## config.mk

```make
export PLATFORM = sky130hd
export DESIGN_NAME = pipe_hazard_ctrl_flat
export DESIGN_NICKNAME = d
export VERILOG_FILES = /design/src/rtl/pipe_hazard_ctrl_pkg.sv /design/src/rtl/pipe_hazard_ctrl_if.sv /design/src/rtl/pipe_hazard_ctrl_sat_counter.sv /design/src/rtl/pipe_hazard_ctrl.sv /design/src/flat_wrapper.sv
export SDC_FILE = /design/constraint.sdc
export NUM_CORES = 1
export LEC_CHECK = 0
export BUFFER_PORTS_ARGS = -buffer_cell sky130_fd_sc_hd__buf_4
export CAP_MARGIN = 20
export CORE_MARGIN = 3
export CORE_UTILIZATION = 47
export DETAILED_ROUTE_END_ITERATION = 10
export PLACE_DENSITY = 0.77
export RECOVER_POWER = 50
export SKIP_LAST_GASP = 1
export SYNTH_ARGS = -nofsm -noshare
export SYNTH_HDL_FRONTEND = slang
export SYNTH_HIERARCHICAL = 1
export SYNTH_SLANG_ARGS = --single-unit
```

## constraint.sdc

```tcl
create_clock -name Clk -period 2 [get_ports Clk]
set_clock_uncertainty 0.05 [all_clocks]
set_input_delay 0.4 -clock Clk [delete_from_list [all_inputs] [get_ports Clk]]
set_output_delay 0.4 -clock Clk [all_outputs]
set_load 0.02 [all_outputs]
```

## src/rtl/pipe_hazard_ctrl_pkg.sv

```systemverilog
// Shared encodings for the pipeline hazard controller.
package pipe_hazard_ctrl_pkg;

  localparam logic [1:0] ST_RUN     = 2'd0;
  localparam logic [1:0] ST_MEMWAIT = 2'd1;
  localparam logic [1:0] ST_ERR     = 2'd2;

  typedef enum logic [1:0] {
    StRun     = ST_RUN,
    StMemWait = ST_MEMWAIT,
    StErr     = ST_ERR
  } state_e;

  // PC source select codes
  localparam logic [1:0] PCSRC_SEQ = 2'b00;
  localparam logic [1:0] PCSRC_BR  = 2'b01;
  localparam logic [1:0] PCSRC_JR  = 2'b10;
  localparam logic [1:0] PCSRC_JAL = 2'b11;

endpackage

```

## src/rtl/pipe_hazard_ctrl_if.sv

```systemverilog
// Stage fields in, pipeline-register controls and status out.
interface pipe_hazard_ctrl_if #(
  parameter int unsigned REG_ADDR_W = 5,
  parameter int unsigned CNT_W      = 16
);
  logic [REG_ADDR_W-1:0] IDrs;
  logic [REG_ADDR_W-1:0] IDrt;
  logic                  IDusesRt;
  logic                  EXmemread;
  logic [REG_ADDR_W-1:0] EXRegDst;
  logic                  Mbranch;
  logic                  MAluZero;
  logic [1:0]            Mcntrljr;
  logic                  Mcntrljald;
  logic                  Mmemread;
  logic                  Mmemwrite;
  logic                  MemReady;
  logic                  PCWrite;
  logic                  IFIDWrite;
  logic                  IDEXWrite;
  logic                  EXMWrite;
  logic                  IFIDFlush;
  logic                  IDEXFlush;
  logic                  EXMFlush;
  logic [1:0]            PCSrcSel;
  logic [CNT_W-1:0]      StallCount;
  logic [CNT_W-1:0]      FlushCount;
  logic                  MemTimeout;

  // Datapath side: supplies stage fields, consumes controls
  modport master (
    output IDrs, IDrt, IDusesRt, EXmemread, EXRegDst, Mbranch, MAluZero, Mcntrljr,
           Mcntrljald, Mmemread, Mmemwrite, MemReady,
    input  PCWrite, IFIDWrite, IDEXWrite, EXMWrite, IFIDFlush, IDEXFlush, EXMFlush,
           PCSrcSel, StallCount, FlushCount, MemTimeout
  );

  // Controller side
  modport slave (
    input  IDrs, IDrt, IDusesRt, EXmemread, EXRegDst, Mbranch, MAluZero, Mcntrljr,
           Mcntrljald, Mmemread, Mmemwrite, MemReady,
    output PCWrite, IFIDWrite, IDEXWrite, EXMWrite, IFIDFlush, IDEXFlush, EXMFlush,
           PCSrcSel, StallCount, FlushCount, MemTimeout
  );
endinterface

```

## src/rtl/pipe_hazard_ctrl_sat_counter.sv

```systemverilog
// Saturating up-counter with asynchronous active-low clear.
module sat_counter #(
  parameter int unsigned CNT_W = 16
) (
  input  logic             clk_i,
  input  logic             rst_ni,
  input  logic             inc_i,
  output logic [CNT_W-1:0] count_o
);

  logic [CNT_W-1:0] count_q;

  // Count up on inc, hold at all-ones
  always_ff @(posedge clk_i or negedge rst_ni) begin
    if (!rst_ni) begin
      count_q <= '0;
    end else if (inc_i && (count_q != '1)) begin
      count_q <= count_q + 1'b1;
    end
  end

  assign count_o = count_q;

endmodule

```

## src/rtl/pipe_hazard_ctrl.sv

```systemverilog
// Stall/flush sequencing for the 5-stage pipeline: load-use bubbles, MEM-stage
// redirects and data-memory waits with a timeout trap.
module pipe_hazard_ctrl
  import pipe_hazard_ctrl_pkg::*;
#(
  parameter int unsigned REG_ADDR_W  = 5,
  parameter int unsigned CNT_W       = 16,
  parameter int unsigned MEM_TIMEOUT = 16
) (
  input  logic               Clk,
  input  logic               Reset,
  pipe_hazard_ctrl_if.slave  bus
);

  localparam int unsigned WaitW = $clog2(MEM_TIMEOUT);
  localparam logic [WaitW-1:0] WaitLast = WaitW'(MEM_TIMEOUT - 1);

  state_e           state_q, state_d;
  logic [WaitW-1:0] wait_q, wait_d;
  logic             tout_q, tout_d;

  logic       mem_busy, redirect, load_use, eval_run;
  logic       stall_inc, flush_inc;
  logic       pc_write, ifid_write, idex_write, exm_write;
  logic       ifid_flush, idex_flush, exm_flush;
  logic [1:0] pcsrc;

  assign mem_busy = (bus.Mmemread | bus.Mmemwrite) & ~bus.MemReady;
  assign redirect = (bus.Mcntrljr != 2'b00) | bus.Mcntrljald | (bus.Mbranch & bus.MAluZero);
  assign load_use = bus.EXmemread && (bus.EXRegDst != REG_ADDR_W'(0)) &&
                    ((bus.EXRegDst == bus.IDrs) ||
                     (bus.IDusesRt && (bus.EXRegDst == bus.IDrt)));

  // Next state and Mealy controls from state and current stage fields
  always_comb begin
    state_d    = state_q;
    wait_d     = wait_q;
    tout_d     = tout_q;
    eval_run   = 1'b0;
    stall_inc  = 1'b0;
    flush_inc  = 1'b0;
    pc_write   = 1'b0;
    ifid_write = 1'b0;
    idex_write = 1'b0;
    exm_write  = 1'b0;
    ifid_flush = 1'b0;
    idex_flush = 1'b0;
    exm_flush  = 1'b0;
    pcsrc      = PCSRC_SEQ;

    unique case (state_q)
      StRun: begin
        if (mem_busy) begin
          stall_inc = 1'b1;
          state_d   = StMemWait;
          wait_d    = WaitW'(1);
        end else begin
          eval_run = 1'b1;
        end
      end
      StMemWait: begin
        if (bus.MemReady) begin
          // Access completes: the frozen fields are evaluated now
          eval_run = 1'b1;
          state_d  = StRun;
          wait_d   = '0;
        end else begin
          stall_inc = 1'b1;
          if (wait_q == WaitLast) begin
            tout_d  = 1'b1;
            state_d = StErr;
          end else begin
            wait_d = wait_q + 1'b1;
          end
        end
      end
      StErr: ;
      default: state_d = StRun;
    endcase

    if (eval_run) begin
      pc_write   = 1'b1;
      ifid_write = 1'b1;
      idex_write = 1'b1;
      exm_write  = 1'b1;
      if (redirect) begin
        // Redirect squashes younger work, so a coincident load-use is moot
        ifid_flush = 1'b1;
        idex_flush = 1'b1;
        exm_flush  = 1'b1;
        flush_inc  = 1'b1;
        if (bus.Mcntrljr != 2'b00) pcsrc = PCSRC_JR;
        else if (bus.Mcntrljald)   pcsrc = PCSRC_JAL;
        else                       pcsrc = PCSRC_BR;
      end else if (load_use) begin
        pc_write   = 1'b0;
        ifid_write = 1'b0;
        idex_flush = 1'b1;
        stall_inc  = 1'b1;
      end
    end

    // Hold everything quiet while reset is asserted
    if (!Reset) begin
      pc_write   = 1'b0;
      ifid_write = 1'b0;
      idex_write = 1'b0;
      exm_write  = 1'b0;
      ifid_flush = 1'b0;
      idex_flush = 1'b0;
      exm_flush  = 1'b0;
      pcsrc      = PCSRC_SEQ;
      stall_inc  = 1'b0;
      flush_inc  = 1'b0;
    end
  end

  // State, wait counter and sticky timeout flag
  always_ff @(posedge Clk or negedge Reset) begin
    if (!Reset) begin
      state_q <= StRun;
      wait_q  <= '0;
      tout_q  <= 1'b0;
    end else begin
      state_q <= state_d;
      wait_q  <= wait_d;
      tout_q  <= tout_d;
    end
  end

  sat_counter #(.CNT_W(CNT_W)) u_stall_cnt (
    .clk_i   (Clk),
    .rst_ni  (Reset),
    .inc_i   (stall_inc),
    .count_o (bus.StallCount)
  );

  sat_counter #(.CNT_W(CNT_W)) u_flush_cnt (
    .clk_i   (Clk),
    .rst_ni  (Reset),
    .inc_i   (flush_inc),
    .count_o (bus.FlushCount)
  );

  assign bus.PCWrite    = pc_write;
  assign bus.IFIDWrite  = ifid_write;
  assign bus.IDEXWrite  = idex_write;
  assign bus.EXMWrite   = exm_write;
  assign bus.IFIDFlush  = ifid_flush;
  assign bus.IDEXFlush  = idex_flush;
  assign bus.EXMFlush   = exm_flush;
  assign bus.PCSrcSel   = pcsrc;
  assign bus.MemTimeout = tout_q;

endmodule

```

## src/flat_wrapper.sv

```systemverilog
// flat-port wrapper written by rule: the top's interface ports become plain ports
module pipe_hazard_ctrl_flat import pipe_hazard_ctrl_pkg::*;
#(
  parameter int unsigned REG_ADDR_W  = 5,
  parameter int unsigned CNT_W       = 16,
  parameter int unsigned MEM_TIMEOUT = 16
)
  (Clk, Reset, bus_IDrs, bus_IDrt, bus_IDusesRt, bus_EXmemread, bus_EXRegDst, bus_Mbranch, bus_MAluZero, bus_Mcntrljr, bus_Mcntrljald, bus_Mmemread, bus_Mmemwrite, bus_MemReady, bus_PCWrite, bus_IFIDWrite, bus_IDEXWrite, bus_EXMWrite, bus_IFIDFlush, bus_IDEXFlush, bus_EXMFlush, bus_PCSrcSel, bus_StallCount, bus_FlushCount, bus_MemTimeout);
  pipe_hazard_ctrl_if #(.REG_ADDR_W(REG_ADDR_W), .CNT_W(CNT_W)) bus_i ();
  input  logic Clk;
  input  logic Reset;
  input wire logic [$bits(bus_i.IDrs)-1:0] bus_IDrs;
  input wire logic [$bits(bus_i.IDrt)-1:0] bus_IDrt;
  input wire logic [$bits(bus_i.IDusesRt)-1:0] bus_IDusesRt;
  input wire logic [$bits(bus_i.EXmemread)-1:0] bus_EXmemread;
  input wire logic [$bits(bus_i.EXRegDst)-1:0] bus_EXRegDst;
  input wire logic [$bits(bus_i.Mbranch)-1:0] bus_Mbranch;
  input wire logic [$bits(bus_i.MAluZero)-1:0] bus_MAluZero;
  input wire logic [$bits(bus_i.Mcntrljr)-1:0] bus_Mcntrljr;
  input wire logic [$bits(bus_i.Mcntrljald)-1:0] bus_Mcntrljald;
  input wire logic [$bits(bus_i.Mmemread)-1:0] bus_Mmemread;
  input wire logic [$bits(bus_i.Mmemwrite)-1:0] bus_Mmemwrite;
  input wire logic [$bits(bus_i.MemReady)-1:0] bus_MemReady;
  output wire logic [$bits(bus_i.PCWrite)-1:0] bus_PCWrite;
  output wire logic [$bits(bus_i.IFIDWrite)-1:0] bus_IFIDWrite;
  output wire logic [$bits(bus_i.IDEXWrite)-1:0] bus_IDEXWrite;
  output wire logic [$bits(bus_i.EXMWrite)-1:0] bus_EXMWrite;
  output wire logic [$bits(bus_i.IFIDFlush)-1:0] bus_IFIDFlush;
  output wire logic [$bits(bus_i.IDEXFlush)-1:0] bus_IDEXFlush;
  output wire logic [$bits(bus_i.EXMFlush)-1:0] bus_EXMFlush;
  output wire logic [$bits(bus_i.PCSrcSel)-1:0] bus_PCSrcSel;
  output wire logic [$bits(bus_i.StallCount)-1:0] bus_StallCount;
  output wire logic [$bits(bus_i.FlushCount)-1:0] bus_FlushCount;
  output wire logic [$bits(bus_i.MemTimeout)-1:0] bus_MemTimeout;
  assign bus_i.IDrs = bus_IDrs;
  assign bus_i.IDrt = bus_IDrt;
  assign bus_i.IDusesRt = bus_IDusesRt;
  assign bus_i.EXmemread = bus_EXmemread;
  assign bus_i.EXRegDst = bus_EXRegDst;
  assign bus_i.Mbranch = bus_Mbranch;
  assign bus_i.MAluZero = bus_MAluZero;
  assign bus_i.Mcntrljr = bus_Mcntrljr;
  assign bus_i.Mcntrljald = bus_Mcntrljald;
  assign bus_i.Mmemread = bus_Mmemread;
  assign bus_i.Mmemwrite = bus_Mmemwrite;
  assign bus_i.MemReady = bus_MemReady;
  assign bus_PCWrite = bus_i.PCWrite;
  assign bus_IFIDWrite = bus_i.IFIDWrite;
  assign bus_IDEXWrite = bus_i.IDEXWrite;
  assign bus_EXMWrite = bus_i.EXMWrite;
  assign bus_IFIDFlush = bus_i.IFIDFlush;
  assign bus_IDEXFlush = bus_i.IDEXFlush;
  assign bus_EXMFlush = bus_i.EXMFlush;
  assign bus_PCSrcSel = bus_i.PCSrcSel;
  assign bus_StallCount = bus_i.StallCount;
  assign bus_FlushCount = bus_i.FlushCount;
  assign bus_MemTimeout = bus_i.MemTimeout;
  pipe_hazard_ctrl #(.REG_ADDR_W(REG_ADDR_W), .CNT_W(CNT_W), .MEM_TIMEOUT(MEM_TIMEOUT)) u_core (.Clk(Clk), .Reset(Reset), .bus(bus_i));
endmodule
```

==> results.md, run 1 <==
* Synth warnings at 6
* Largest family of logic cells by synthesized area: simple AND/OR/NAND/NOR gates
* Fin. Hold Viols at 0
* Worst Max-Slew Pin Slew at 0.967 ns
* Max cap viols at 0
* First-pass GRT wire length at 9870 um
* Register area share after synthesis at 41.8%
* Most used cell along the critical path: buf_6
* CP Cell Sequence: buf_6 > xor2_1 > nor4_2 > a32oi_2 > buf_4 > o31a_1 > buf_6
* Die outline width at 76.4 um
* Vias in the first global route at 2100
* Post-Synth Adder-Cell Area at 1.61%
* Avg Vias per Cell at 5.61
* Clock Tree Root: clkbuf_8
* Xor/xnor share of the synthesized area at 9.39%
* Synthesis-to-finish area growth at 43.5%
* Clock buffer depth at 2
* Relative slew slack at 35.6%
* Antenna-violating nets left at 0
* Drt total wl at 5840 um
* Largest area contributor in the synthesized netlist: dfrtp_1
* Initial Utilization at 49.1%
* Leakage power at 1.58 nW
* Mean area per synthesized cell at 10.8 um2
* Initial antenna violation count at 0
* N_diodes at 0
* Post-synth top area share at 41.8%
* Dpl hpwl at 4330 um
* Fin crit period at 2.20 ns
* Buffers on Ports at 68
* Crit end category: output pin
* Worst Hold Class: input pin to async pin
* All-Layer GR Usage at 20.6%
* Synth Area in Compound Gates at 14.6%
* Via Count at 2125
* Initial DRC Count at 112
* Core ar. at 4750 um2
* Die area at 5840 um2
* Sum of negative setup slack at -1.40 ns
* Synth Instances at 215
* Max incr delay on CP at 0.31 ns
* Setup Slack @ Placement at -0.550 ns
* CTS tree: yes
* Sink Count at 39
* Failing checks: negative setup slack
* Placed insts at 369
* Max-slew violation count at 0
* Kind of critical path: input pin to output pin
* H-tree Lvls at 2
* Synth Cell Area at 2330 um2
* Mapped Nets at 245
* Final core utilization at 70.4%
* Data arrival, critical path at 1.75 ns
* Routed len/inst at 15.4 um
* Mux contribution to synthesized area at 1.82%
* Worst-path clk slew at 0.08 ns
* I/O pin total at 69
* Startpoint types: input pin
* Worst VDD drop at 0.625 mV
* PnR worst setup slack at -0.204 ns
* Post-synth EDFFs at 0
* DRC errors left at 0
* RSZ-0062 raised after global routing: yes
* NumNets Final at 341
* Fillers at 355
* Critical-path top delay cell: nor4_2
* Fmax at 0.454 GHz
* Final setup viols at 16
* Synth Register Bits at 39
* Outcome: complete, but fails checks
* FP Rows at 25
* Commonest non-fill, non-tap cell in the layout: buf_4
* Max Fanout on Critical Path at 2
* Final hold slack at 0.316 ns
* Gr ovfl total at 0
* Ratio of cells with drive above 1 in the final layout at 44.9%
* CP required at 1.55 ns
* Largest net degree at the start of global routing at 40
* Drt first pass iters at 4
* Worst skew pair latency at 0.29 ns
* Pwr Density at 794 nW/um2
* Asr flop ratio synth at 100%
* Final period util at 110%
* Synth top area cells: dfrtp_1 42%, xor2_1 5.3%, nand4_1 4.3%, xnor2_1 4.1%, nor4_4 3.6%
* CTS buffer count at 5
* Die Ht at 76.4 um
* Post-synth top flop: dfrtp_1
* GPL Wtd Cong at 0.844
* R2R setup slack at 0.01 ns
* Count of cell types in the netlist at 48
* Non-Filler Instances at 379
* Simple-gate portion of the synthesized area at 28.8%
* Most frequent cells in the layout: 74 x buf_4, 39 x dfrtp_1, 16 x nand4_1, 14 x xor2_1
metrics by stage:
step	total power, mW	instance area, um2
detailed placement	1.96	3120
floorplan	1.57	2390
global route	2.81	3350
global placement	1.93	3120
finish	2.66	3350
CTS	2.68	3320
cell usage after synthesis (all sizes together) (6+ instances only):
library cell and number:
nand2 11, a31oi 6, dfrtp 39, nor3 7, nand3 13, nand4 20
o21a 10, and4 7, nor2 11, xnor2 11, a21oi 10, nor4 6
xor2 14
sequential cells by signal (all words and copies together), names as in the netlist:
| signal | flops |
|---|---|
| u_core/u_flush_cnt/count_o | 16 |
| u_core/state_q | 2 |
| u_core/bus.MemTimeout | 1 |
| u_core/u_stall_cnt/count_o | 16 |
| u_core/wait_q | 4 |
final timing paths:
check,from,endpoint,cells past startpoint
max,bus_IDrt[0],bus_PCWrite,7
min,Reset,u_core/u_flush_cnt/count_o[1],2
max reg2reg,u_core/state_q[1],u_core/u_stall_cnt/count_o[15],7
min reg2reg,u_core/bus.MemTimeout,u_core/bus.MemTimeout,1
max in group asynchronous,Reset,u_core/u_stall_cnt/count_o[7],2
min in group Clk,bus_MemReady,u_core/state_q[0],3
routing by layer:
layer  global-route usage, %  vias up  wire length, um
met4                    4.35        0               45
met1                    25.7     1039             2470
met2                    36.0       52             3040
met5                       0        -                0
met3                    5.32        5              288
li1                        -     1029                -
worst max-delay path: cells and delay by family:
kind / cells / cell delay [ns]
AO/OA/AOI/OAI: 2 / 0.47
buffers and inverters: 3 / 0.42
AND/OR/NAND/NOR: 1 / 0.31
XOR/XNOR: 1 / 0.16
area by class of cell:
cell class	count	area, um2	share of cell area [%]
multi-input cells	167	1450	43.2
inverters	5	21.3	0.636
clock buffers	6	82.6	2.47
clock inverters	2	35.0	1.05
well taps	67	83.8	2.50
repair buffers	93	703	21.0
flip-flops and latches	39	976	29.2
cells by family (layout without fill, tap and decap cells):
kind of cell	count (synthesis)	count (layout)
muxes	4	4
AOI/OAI and AO/OA	45	45
and+or+nand+nor	90	90
adders and majority gates	3	3
xor gates and xnor gates	25	25
buffers and inverters	9	106
DFF	39	39
report_power, final:
group	switching (mW)	internal, mW	leakage [nW]
combinational	0.440	0.397	0.995
clock	0.283	0.404	0.0612
sequential	0.221	0.913	0.522
timing repair:
item	in CTS	in global routing
setup buffers	1	2
endpoints found under the hold margin	0	0
resized for setup	17	11
pin swaps	10	7
endpoints found under the setup margin	21	20
hold buffers	0	0
No activity file was read; power rests on OpenSTA's default activity.
==> inputs of run 2 (changes only) <==
--- a/config.mk
+++ b/config.mk
@@ -10,5 +10,5 @@
 export CORE_MARGIN = 3
-export CORE_UTILIZATION = 47
+export CORE_UTILIZATION = 40
 export DETAILED_ROUTE_END_ITERATION = 10
-export PLACE_DENSITY = 0.77
+export PLACE_DENSITY = 0.67
 export RECOVER_POWER = 50
==> constraint.sdc (replaced) <==
create_clock -name Clk -period 2 [get_ports Clk]
set_clock_uncertainty 0.05 [all_clocks]
set_input_delay 0.3 -clock Clk [delete_from_list [all_inputs] [get_ports Clk]]
set_output_delay 0.3 -clock Clk [all_outputs]
set_load 0.02 [all_outputs]
==> results.md, run 2 (synthesized netlist as in run 1, its figures left out) <==
* H-tree Lvls at 2
* All-Layer GR Usage at 17.2%
* Commonest non-fill, non-tap cell in the layout: buf_4
* Switching pwr at 917 uW
* Worst Max-Slew Pin Slew at 0.997 ns
* Buffers on Ports at 68
* Worst skew pair latency at 0.28 ns
* CTS buffer count at 5
* Crit path from: bus_EXRegDst[4]
* Initial DRC Count at 74
* CP Cell Sequence: buf_6 > xor2_1 > nor4_1 > a32oi_1 > o41ai_4 > buf_4 > nand4_1 > nor4_4 > and4b_1 > a21oi_1
* Core ar. at 5570 um2
* Max incr delay on CP at 0.31 ns
* CP required at 2.11 ns
* Die outline width at 82.4 um
* CP Capture Point: u_core/u_stall_cnt/count_o[15]
* Clock power frac at 19.8%
* Non-Filler Instances at 384
* Setup Slack @ Placement at -0.457 ns
* Worst VDD drop at 0.340 mV
* N_diodes at 0
* Crit end category: flop
* Final setup viols at 9
* Largest net degree at the start of global routing at 40
* Clock buffer depth at 2
* Worst-path clk slew at 0.07 ns
* First-pass GRT wire length at 9140 um
* CTS tree: yes
* Outcome: complete, but fails checks
* Sink Count at 39
* Sw Share at 37.3%
* Vias in the first global route at 1979
* Max-slew violation count at 0
* Initial Utilization at 41.8%
* I/O pin total at 69
* Gr ovfl total at 0
* RSZ-0062 raised after global routing: yes
* R2R setup slack at -0.04 ns
* Initial antenna violation count at 0
* Max Fanout on Critical Path at 4
* Drt total wl at 5970 um
* Startpoint types: input pin
* RR Endpoint: u_core/u_stall_cnt/count_o[15]
* Final Power at 2.46 mW
* Internal cell power at 1.54 mW
* Most frequent cells in the layout: 70 x buf_4, 39 x dfrtp_1, 16 x nand4_1, 15 x buf_6, 14 x xor2_1
* Hold-fix buffers at CTS at 0
* Drt first pass iters at 4
* Max cap viols at 0
* Kind of critical path: input pin to flop
* Leakage power at 1.55 nW
* FF-to-FF Start: u_core/state_q[1]
* Data arrival, critical path at 2.19 ns
* NumNets Final at 343
* Critical-path top delay cell: o41ai_4
* FP Rows at 27
* Pwr Density at 743 nW/um2
* GPL Wtd Cong at 0.792
* Placed insts at 373
* Dpl hpwl at 4490 um
* Fmax at 0.481 GHz
* Seq pwr share at 46.1%
* Final period util at 104%
* Fin. Hold Viols at 0
* Die Ht at 82.4 um
* Clock Tree Root: clkbuf_8
* Logic gate share of total power at 34.1%
* Worst Reg-to-Reg Cells at 8
* Failing checks: negative setup slack
* Ratio of cells with drive above 1 in the final layout at 42.6%
* Routed len/inst at 15.5 um
* Cell area after layout at 3310 um2
* Synthesis-to-finish area growth at 41.8%
* Via Count at 2079
* Relative slew slack at 33.5%
* Worst Hold Class: input pin to flop
* Die area at 6780 um2
* Fin crit period at 2.08 ns
* Sum of negative setup slack at -0.363 ns
* PnR worst setup slack at -0.0795 ns
* Avg Vias per Cell at 5.41
* Placed cell areas at 3100 um2
* DRC errors left at 0
* Antenna-violating nets left at 0
-- run 2: changes by cell type in the layout (fill, tap and decap cells not counted), moves of 2 or more --
cell,before,now
buf_6,10,15
buf_4,74,70
clkbuf_1,8,10
nor3_1,2,4
nor3_4,3,1
-- run 2: layout make-up --
type | instances | area [um2]
flip-flops and latches | 39 | 976
multi-input cells | 167 | 1410
fillers | 487 | 2270
inverters | 5 | 28.8
well taps | 72 | 90.1
clock buffers | 6 | 72.6
repair buffers | 95 | 733
-- run 2: through the flow --
step | hold WS (ns) | utilization [%]
floorplan | -0.0456 | -
global placement | 0.374 | 55.7
detailed placement | 0.383 | 55.7
CTS | 0.0895 | 58.2
global route | 0.328 | 59.3
finish | 0.316 | 59.3
-- run 2: per-layer routing --
layer | GRT usage (%) | routed length [um] | up-vias
li1 | - | - | 1020
met1 | 21.2 | 2530 | 995
met2 | 30.0 | 2950 | 62
met3 | 4.23 | 456 | 2
met4 | 4.15 | 29 | 0
met5 | 0 | 0 | -
-- run 2: power by group through the flow --
stage                     Combinational (mW)  Sequential, mW  Clock, mW
after detailed placement               0.806            1.15          0
after CTS                              0.821            1.13      0.512
after global placement                 0.790            1.14          0
final                                  0.838            1.13      0.486
after floorplan                        0.316            1.23          0
after global routing                   0.905            1.16      0.532
-- run 2: critical path: cells and delay by family --
| kind | cells | cell delay (ns) |
|---|---|---|
| simple gates | 4 | 0.88 |
| buf+inv | 2 | 0.27 |
| xor+xnor | 1 | 0.15 |
| compound gates | 3 | 0.59 |
-- run 2: timing repair --
action                                  CTS  global route
buffers inserted                          2             4
cloned                                    0             0
gates resized for setup                  14            19
pin swaps                                 5             7
endpoints found under the setup margin   14            25
-- run 2: how the worst min path moves through the flow --
stage                       from                              to  slack [ns]  depth (start not counted)
finish              bus_MemReady               u_core/state_q[0]        0.32                          3
global route        bus_MemReady               u_core/state_q[0]        0.33                          3
CTS                        Reset  u_core/u_flush_cnt/count_o[10]        0.09                          2
detailed placement         Reset   u_core/u_flush_cnt/count_o[6]        0.38                          2
global placement           Reset   u_core/u_flush_cnt/count_o[6]        0.37                          2
floorplan                  Reset           u_core/bus.MemTimeout       -0.05                          0
